`src/rtl/key_event_ctrl.sv`:
```
// Game-control front end: turns decoder key/level pairs into press/release events,
// tracks held keys and runs the IDLE/RUN/PAUSED/OVER FSM with rate-limited flaps.
//
// state  | meaning
// IDLE   | waiting for a go press (SPACE/UP) to start a game
// RUN    | game active; flaps accepted once the gap timer has expired
// PAUSED | game frozen; DOWN or SPACE resumes, gap timer held
// OVER   | collision seen; SPACE restarts after the hold timer expires

`ifndef KEY_EVENT_CODES_DEFINED
`define KEY_EVENT_CODES_DEFINED
`define KeyR      [7:0]
`define KEY_UP    8'h75
`define KEY_DOWN  8'h72
`define KEY_LEFT  8'h6B
`define KEY_RIGHT 8'h74
`define KEY_SPACE 8'h29
`define NO_KEY    8'h00
`endif

module key_event_ctrl #(
   parameter int FLAP_GAP  = 2_500_000,
   parameter int OVER_HOLD = 50_000_000
) (
   input  logic        clk,
   input  logic        rstn,
   input  logic `KeyR  key,
   input  logic        key_state,
   input  logic        game_over,
   output logic [4:0]  held,
   output logic        flap,
   output logic        start,
   output logic        restart,
   output logic        paused,
   output logic        running,
   output logic [1:0]  state
);

   localparam int GW = $clog2(FLAP_GAP + 1);
   localparam int HW = $clog2(OVER_HOLD + 1);

   localparam logic [1:0] S_IDLE   = 2'd0;
   localparam logic [1:0] S_RUN    = 2'd1;
   localparam logic [1:0] S_PAUSED = 2'd2;
   localparam logic [1:0] S_OVER   = 2'd3;

   logic `KeyR     r_prev_key;
   logic           r_prev_ks;
   logic [4:0]     r_held;
   logic [1:0]     r_state;
   logic [GW-1:0]  r_gap;
   logic [HW-1:0]  r_hold;
   logic           r_flap;
   logic           r_start;
   logic           r_restart;
   logic           r_paused;
   logic           r_running;

   logic           w_event;
   logic           w_press;
   logic           w_release;
   logic           w_go_press;
   logic [4:0]     w_bit;
   logic [4:0]     w_held_nxt;
   logic [1:0]     w_state_nxt;
   logic [GW-1:0]  w_gap_nxt;
   logic [HW-1:0]  w_hold_nxt;
   logic           w_flap_nxt;
   logic           w_start_nxt;
   logic           w_restart_nxt;

   // Typematic repeats present the same pair, so they never count as an event.
   assign w_event    = (key != `NO_KEY) && ({key, key_state} != {r_prev_key, r_prev_ks});
   assign w_press    = w_event && key_state;
   assign w_release  = w_event && !key_state;
   assign w_go_press = w_press && ((key == `KEY_SPACE) || (key == `KEY_UP));

   always_comb begin
      w_bit = 5'b00000;
      case (key)
         `KEY_UP:    w_bit = 5'b00001;
         `KEY_DOWN:  w_bit = 5'b00010;
         `KEY_LEFT:  w_bit = 5'b00100;
         `KEY_RIGHT: w_bit = 5'b01000;
         `KEY_SPACE: w_bit = 5'b10000;
         default:    w_bit = 5'b00000;
      endcase
   end

   always_comb begin
      w_held_nxt = r_held;
      if (w_press)
         w_held_nxt = r_held | w_bit;
      else if (w_release)
         w_held_nxt = r_held & ~w_bit;
   end

   always_comb begin
      w_state_nxt   = r_state;
      w_gap_nxt     = r_gap;
      w_hold_nxt    = r_hold;
      w_flap_nxt    = 1'b0;
      w_start_nxt   = 1'b0;
      w_restart_nxt = 1'b0;
      case (r_state)
         S_IDLE: begin
            if (w_go_press) begin
               w_state_nxt = S_RUN;
               w_start_nxt = 1'b1;
               w_flap_nxt  = 1'b1;
               w_gap_nxt   = GW'(FLAP_GAP);
            end
         end
         S_RUN: begin
            if (game_over) begin
               w_state_nxt = S_OVER;
               w_hold_nxt  = HW'(OVER_HOLD);
               w_gap_nxt   = '0;
            end else begin
               if (r_gap != '0)
                  w_gap_nxt = r_gap - 1'b1;
               if (w_press && (key == `KEY_DOWN))
                  w_state_nxt = S_PAUSED;
               else if (w_go_press && (r_gap == '0)) begin
                  w_flap_nxt = 1'b1;
                  w_gap_nxt  = GW'(FLAP_GAP);
               end
            end
         end
         S_PAUSED: begin
            if (w_press && ((key == `KEY_DOWN) || (key == `KEY_SPACE)))
               w_state_nxt = S_RUN;
         end
         S_OVER: begin
            if (r_hold != '0)
               w_hold_nxt = r_hold - 1'b1;
            if (w_press && (key == `KEY_SPACE) && (r_hold == '0)) begin
               w_state_nxt   = S_IDLE;
               w_restart_nxt = 1'b1;
            end
         end
         default: w_state_nxt = S_IDLE;
      endcase
   end

   always_ff @(posedge clk or negedge rstn) begin
      if (!rstn) begin
         r_prev_key <= `NO_KEY;
         r_prev_ks  <= 1'b0;
         r_held     <= '0;
         r_state    <= S_IDLE;
         r_gap      <= '0;
         r_hold     <= '0;
         r_flap     <= 1'b0;
         r_start    <= 1'b0;
         r_restart  <= 1'b0;
         r_paused   <= 1'b0;
         r_running  <= 1'b0;
      end else begin
         r_prev_key <= key;
         r_prev_ks  <= key_state;
         r_held     <= w_held_nxt;
         r_state    <= w_state_nxt;
         r_gap      <= w_gap_nxt;
         r_hold     <= w_hold_nxt;
         r_flap     <= w_flap_nxt;
         r_start    <= w_start_nxt;
         r_restart  <= w_restart_nxt;
         r_paused   <= (w_state_nxt == S_PAUSED);
         r_running  <= (w_state_nxt == S_RUN);
      end
   end

   assign held    = r_held;
   assign flap    = r_flap;
   assign start   = r_start;
   assign restart = r_restart;
   assign paused  = r_paused;
   assign running = r_running;
   assign state   = r_state;

endmodule

```
`config.mk`:
```
export PLATFORM = sky130hd
export DESIGN_NAME = key_event_ctrl
export DESIGN_NICKNAME = d
export VERILOG_FILES = /design/src/rtl/key_event_ctrl.sv
export SDC_FILE = /design/constraint.sdc
export NUM_CORES = 1
export LEC_CHECK = 0
export CORE_MARGIN = 2
export CORE_UTILIZATION = 68
export CTS_CLUSTER_SIZE = 24
export DETAILED_ROUTE_END_ITERATION = 8
export DONT_BUFFER_PORTS = 1
export PLACE_DENSITY = 0.88
export SLEW_MARGIN = 20
export SYNTH_ARGS = -nofsm -noshare
export SYNTH_HDL_FRONTEND = slang
export SYNTH_SLANG_ARGS = --single-unit
```
`constraint.sdc`:
```
create_clock -name clk -period 4.7 [get_ports clk]
set_clock_uncertainty 0.1 [all_clocks]
set_input_delay 0.47 -clock clk [delete_from_list [all_inputs] [get_ports clk]]
set_output_delay 0.47 -clock clk [all_outputs]
set_load 0.01 [all_outputs]
```
# Yosys cells after proc, flatten, opt, wreduce, memory -nomap -nowiden
# Index checks and enable logic that the tools add are counted.
[classes] add_sub_neg=2 eq_ne=14 muxes=26 bitwise_logic=3 reduce_logical=23
[ops] op="$mux W22" count=5
[ops] op="$mux W26" count=2
[ops] op="$pmux W26 S2" count=1
[ops] op="$pmux W22 S2" count=1
[ops] op="$eq A8 B7 Y1 const B" count=4
[ops] op="$logic_not A26 Y1" count=1
[ops] op="$reduce_bool A26 Y1" count=1
[ops] op="$sub A26 B1 Y26 const B" count=1
[ops] op="$pmux W5 S5" count=1
[ops] op="$logic_not A22 Y1" count=1
[ops] op="$reduce_bool A22 Y1" count=1
[ops] op="$sub A22 B1 Y22 const B" count=1
[ops] op="$mux W2" count=5
[ops] op="$mux W5" count=2
[ops] op="$logic_and A1 B1 Y1" count=9
[ops] op="$ne A9 B9 Y1" count=1
[ops] op="$eq A8 B6 Y1 const B" count=1
[ops] op="$pmux W2 S4" count=1
[ops] op="$reduce_bool A8 Y1" count=1
[ops] op="$mux W1" count=7
[ops] op="$eq A2 B2 Y1 const B" count=3
[ops] op="$ne A2 B2 Y1 const B" count=3
[ops] op="$reduce_bool A2 Y1" count=3
[ops] op="$and A5 B5 Y5" count=1
[ops] op="9 further kinds" count=11
[totals] register_bits=69 in_bits=12 output_inout_bits=12

# Depth between registers and ports, before layout
[logic_depth] word_depth=9 depth_mapped=9

# Least setup slack after synthesis
# No wires, ideal clock.
[synth_timing] kind="input to register" start="input key[4] in the netlist's numbering" end="register r_gap[1]" setup_time_ns=0.132 arrival_time_ns=2.061 t_required_ns=4.468 path_slack_ns=2.408 path_stages=5 cell_sequence="or4b_1 > a211o_1 > or3_4 > a31oi_1 > o22ai_1"
[synth_via] elab_chain_len=9 elab_cells_between_ends=17 cone_classes="eq/ne: 5; mux: 4; reduce/logical: 8"
[synth_lines] item="start, declared" line_no="27" text="input logic `KeyR key,"
[synth_lines] item="$ne A9 B9 Y1 / $reduce_bool A8 Y1 (equally long branches)"
[synth_lines] item="$logic_and A1 B1 Y1" line_no="73" text="assign w_event = (key != `NO_KEY) && ({key, key_state} != {r_prev_key, r_prev_ks});"
[synth_lines] item="$logic_and A1 B1 Y1" line_no="74" text="assign w_press = w_event && key_state;"
[synth_lines] item="$logic_and A1 B1 Y1" line_no="76" text="assign w_go_press = w_press && ((key == `KEY_SPACE) || (key == `KEY_UP));"
[synth_lines] item="$logic_and A1 B1 Y1" line_no="124" text="else if (w_go_press && (r_gap == '0)) begin"
[synth_lines] item="$mux W22" line_no="124"
[synth_lines] item="$mux W22" line_no="122" text="if (w_press && (key == `KEY_DOWN))"
[synth_lines] item="$mux W22" line_no="115" text="if (game_over) begin"
[synth_lines] item="$pmux W22 S2" line_no="105" text="case (r_state)"
[synth_lines] item="end signal, assigned" line_no="164" text="r_gap <= w_gap_nxt;"
[synth_lines] item="end, declared" line_no="51" text="logic [GW-1:0] r_gap;"
# Parallel ways exist; a longest one is shown, timed or not.
# A chain may end at the register's enable or synchronous reset.

# Final worst setup path
[layout_timing] start="register r_state[1], in the netlist state[1]" end="register r_gap[5]"
[layout_via] elab_chain_len=3 elab_cells_between_ends=6 cone_classes="eq/ne: 2; mux: 1; reduce/logical: 3"
[layout_lines] item="start, declared" line_no="50" text="logic [1:0] r_state;"
[layout_lines] item="start signal, assigned" line_no="163" text="r_state <= w_state_nxt;"
[layout_lines] item="$eq A2 B1 Y1 / $logic_not A2 Y1 (equally long branches)" line_no="105"
[layout_lines] item="$reduce_bool A2 Y1 (no source line) / $ne A2 B2 Y1 (equally long branches)"
[layout_lines] item="$reduce_and A2 Y1 (no source line)"
# Parallel ways exist; a longest one is shown, timed or not.

==> metrics.md <==
| Metric | Value |
|---|---|
| Mux cell area share after synthesis | `under 10%` |
| Vias in the first global route | `~3,100` |
| Critical path class | `reg2reg` |
| Synth Area in Compound Gates | `between 10 and 15%` |
| Number of port buffers | `0` |
| CP Launch Point | `state[1]` |
| Total global routing overflow | `0` |
| Layout cell share with drive strength beyond 1 | `a little under a tenth` |
| Fmax | `roughly 370 MHz` |
| Num CTS Buffers | `9` |
| Synthesis-to-finish area growth | `7.26%` |
| Clock slew at reported path FFs | `~80 ps` |
| Flops & latches, synth | `69` |
| Clock Tree Root | `clkbuf_8` |
| Clk buf depth | `2` |
| # IOs | `24` |
| Min-Delay Path Depth | `0` |
| Final core utilization | `~75%` |
| Yosys warns | `0` |
| Met3 wire length | `around 570 um` |
| Leakage | `approximately 0.0016 uW` |
| Die footprint | `6210 um^2` |
| Synth Area in Simple Gates | `between 20 and 30%` |
| Critical Path RT | `4880 ps` |
| Initial antenna violation count | `0` |
| Row cnt | `27` |
| Power Dens Cells | `approximately 500 nW/um^2` |
| R2R setup slack | `around 2000 ps` |
| Initial Util | `a little under 70%` |
| Fin cells | `between 400 and 500` |
| Core outline area | `between 5000 and 6000 um^2` |
| Slew HR | `about 36%` |
| Post-Synthesis Cells | `roughly 400` |
| Commonest cells post-synth | `69 x dfrtp_1, 43 x nor2_1, 36 x nand2_1` |
| DP Wirelength | `5.76 mm` |
| RSZ-0062 raised after global routing | `false` |
| # DRC | `0` |
| Vias/cell | `~6.6` |
| EDFF count, synth | `0` |
| Post_cts resized | `0` |
| Setup TNS | `0 ps` |
| Synth top area cells | `dfrtp_1 45%, nor2_1 4.2%, nand2_1 3.5%, xor2_1 3.5%, xnor2_1 3.2%` |
| Cell Area, Synth | `3810 um^2` |
| GRT Total Usage | `roughly 30%` |
| Ys async rst share | `100%` |
| Adder-cell area share of the yosys netlist | `less than 1%` |
| CTS tree | `built` |
| Sinks on Clock Net | `69` |
| Register Area | `roughly 1700 um^2` |
| Mapped Nets | `418` |
| Fill count | `376` |
| Mean area per synthesized cell | `9.45 um^2` |
| Worst-skew pair later-pin latency | `360 ps` |
| Final-stage net count | `roughly 420` |
| Initial drt markers | `roughly 280` |
| Routed wire per std cell | `around 18 um` |
| Xor/xnor cell area share of the yosys netlist | `between 6 and 7%` |
| H-tree depth | `3` |
| Multi-input gate area | `approximately 2000 um^2` |
| Largest family of logic cells by synthesized area | `simple AND/OR/NAND/NOR gates` |
| Worst vdd ir | `around 0.31 mV` |
| Worst Reg2Reg Path Length in Cells | `6` |
| Largest net degree at the start of global routing | `70` |
| Length of routed met2 wiring | `4.05 mm` |
| Hold Path Origin | `key[6]` |
| Worst Path Max Fanout | `14` |
| Critical register-to-register path startpoint | `state[1]` |
| Endpoints failing setup | `0` |
| Count leader, synth | `dfrtp_1` |
| Area leader, netlist | `dfrtp_1` |
| Hold endpoint | `r_prev_key[6]` |
| Metal-1 WL | `between 3 and 4 mm` |
| R2r endpoint | `r_gap[5]` |
| Post-route ant nets | `0` |
| Commonest register cell after synthesis | `dfrtp_1` |
| Power Total | `2050 uW` |
| Final Hold Fails | `0` |
| Drt pass-1 iters | `5` |
| Antenna cells | `0` |
| GP Congestion | `0.963` |
| Yosys top cell area share | `a little under half` |
| Final Cycle Share | `between 50 and 60%` |
| Cell variety after synth | `68` |
| Crit path capture type | `flop` |
| Tmin final | `2730 ps` |
| Slew Viols, Final | `0` |
| Type of origin of the critical path | `flop` |
| Status | `complete, no violations` |
| Total placed cells including tap cells | `460` |
| Height of the die | `between 70 and 80 um` |
| Drt total wl | `around 8.5 mm` |
| First-pass GRT wire length | `roughly 15 mm` |
| Worst-Margin Slew | `approximately 950 ps` |
| Max Cap Violations | `0` |
| Max layer used | `met4` |
| Hold WC Path Type | `in2reg` |
| Via count | `approximately 3,200` |
| Worst Path Arrival | `2910 ps` |
| Register area share after synthesis | `a little under half` |
| Chip Width | `about 79 um` |
-- worst max path at each step --
stage / to / slack [ps] / depth (start not counted)
after CTS: r_gap[5] / 2070 / 6
final: r_gap[5] / 1970 / 6
after global placement: r_gap[5] / 2170 / 6
after detailed placement: r_gap[18] / 2080 / 6
after floorplan: r_gap[1] / 2410 / 5
after global routing: r_gap[5] / 1780 / 6
-- cell usage in the layout (no fill, tap or decap), types with 3 or more instances in the layout --
cell type,instances
inv_1,11
o21ai_0,12
nor4_1,18
or2_2,3
a211o_1,3
a211oi_1,3
or3_1,17
nand4_1,6
and3_1,4
a31oi_1,8
dfrtp_1,69
nor2b_1,4
clkbuf_8,10
nand3b_1,5
nor3_1,21
ha_1,3
o21ai_1,3
nor2_1,43
nand4b_1,3
xor2_1,15
o22a_1,4
or4_1,4
a21oi_1,11
and2_1,4
nand2b_1,3
xnor2_1,14
nand2_1,36
nand3_1,19
-- area by class of cell --
| cell class | count | share of cell area, % |
|---|---|---|
| repair buffers | 2 | 0.919 |
| clock buffers | 10 | 3.37 |
| multi-input cells | 308 | 48.1 |
| well taps | 72 | 2.21 |
| inverters | 11 | 1.01 |
| flip-flops and latches | 69 | 42.3 |
| clock inverters | 5 | 2.08 |
-- critical path, stage by stage, from the launching register on --
cell	delay, ps
dfrtp_1	540
inv_1	180
nand2_1	310
nor2_1	840
a32oi_1	190
or3_1	390
o211ai_1	100
-- cells by family after synthesis --
| family | after synthesis |
|---|---|
| compound gates | 69 |
| buf+inv | 26 |
| xor+xnor | 29 |
| simple gates | 203 |
| flops | 69 |
| fa+ha+maj | 3 |
| mux | 4 |
-- what timing repair did --
action                    in CTS  in global routing
hold buffers                   2                  0
setup buffers                  0                  0
hold endpoints to repair      69                  0
-- sequential cells by signal, indices dropped and copies added, names as in the netlist, named ones only --
signal / flops
restart: 1
r_gap: 22
r_prev_ks: 1
paused: 1
flap: 1
state: 2
r_hold: 26
start: 1
running: 1
r_prev_key: 8
-- power breakdown --
group	leakage [uW]	internal (uW)	switching, uW
Clock	0.000109	312	230
Combinational	0.000705	224	329
Sequential	0.000834	740	211
-- through the flow --
stage          hold WS [ps]  setup WS (ps)  instance area, um^2
6_report               32.3           1970                 4080
5_1_grt                16.2           1780                 4080
4_1_cts                30.9           2070                 4080
3_5_place_dp           75.7           2080                 3820
3_3_place_gp           75.6           2170                 3820
2_1_floorplan          74.4           2410                 3810
-- layer usage --
metal  vias up  global-route usage (%)
met1      1528                    38.2
met3        31                    8.64
met5         -                       0
li1       1471                       -
met4         0                    14.1
met2       126                    48.2
(Power assumes the default switching activity.)
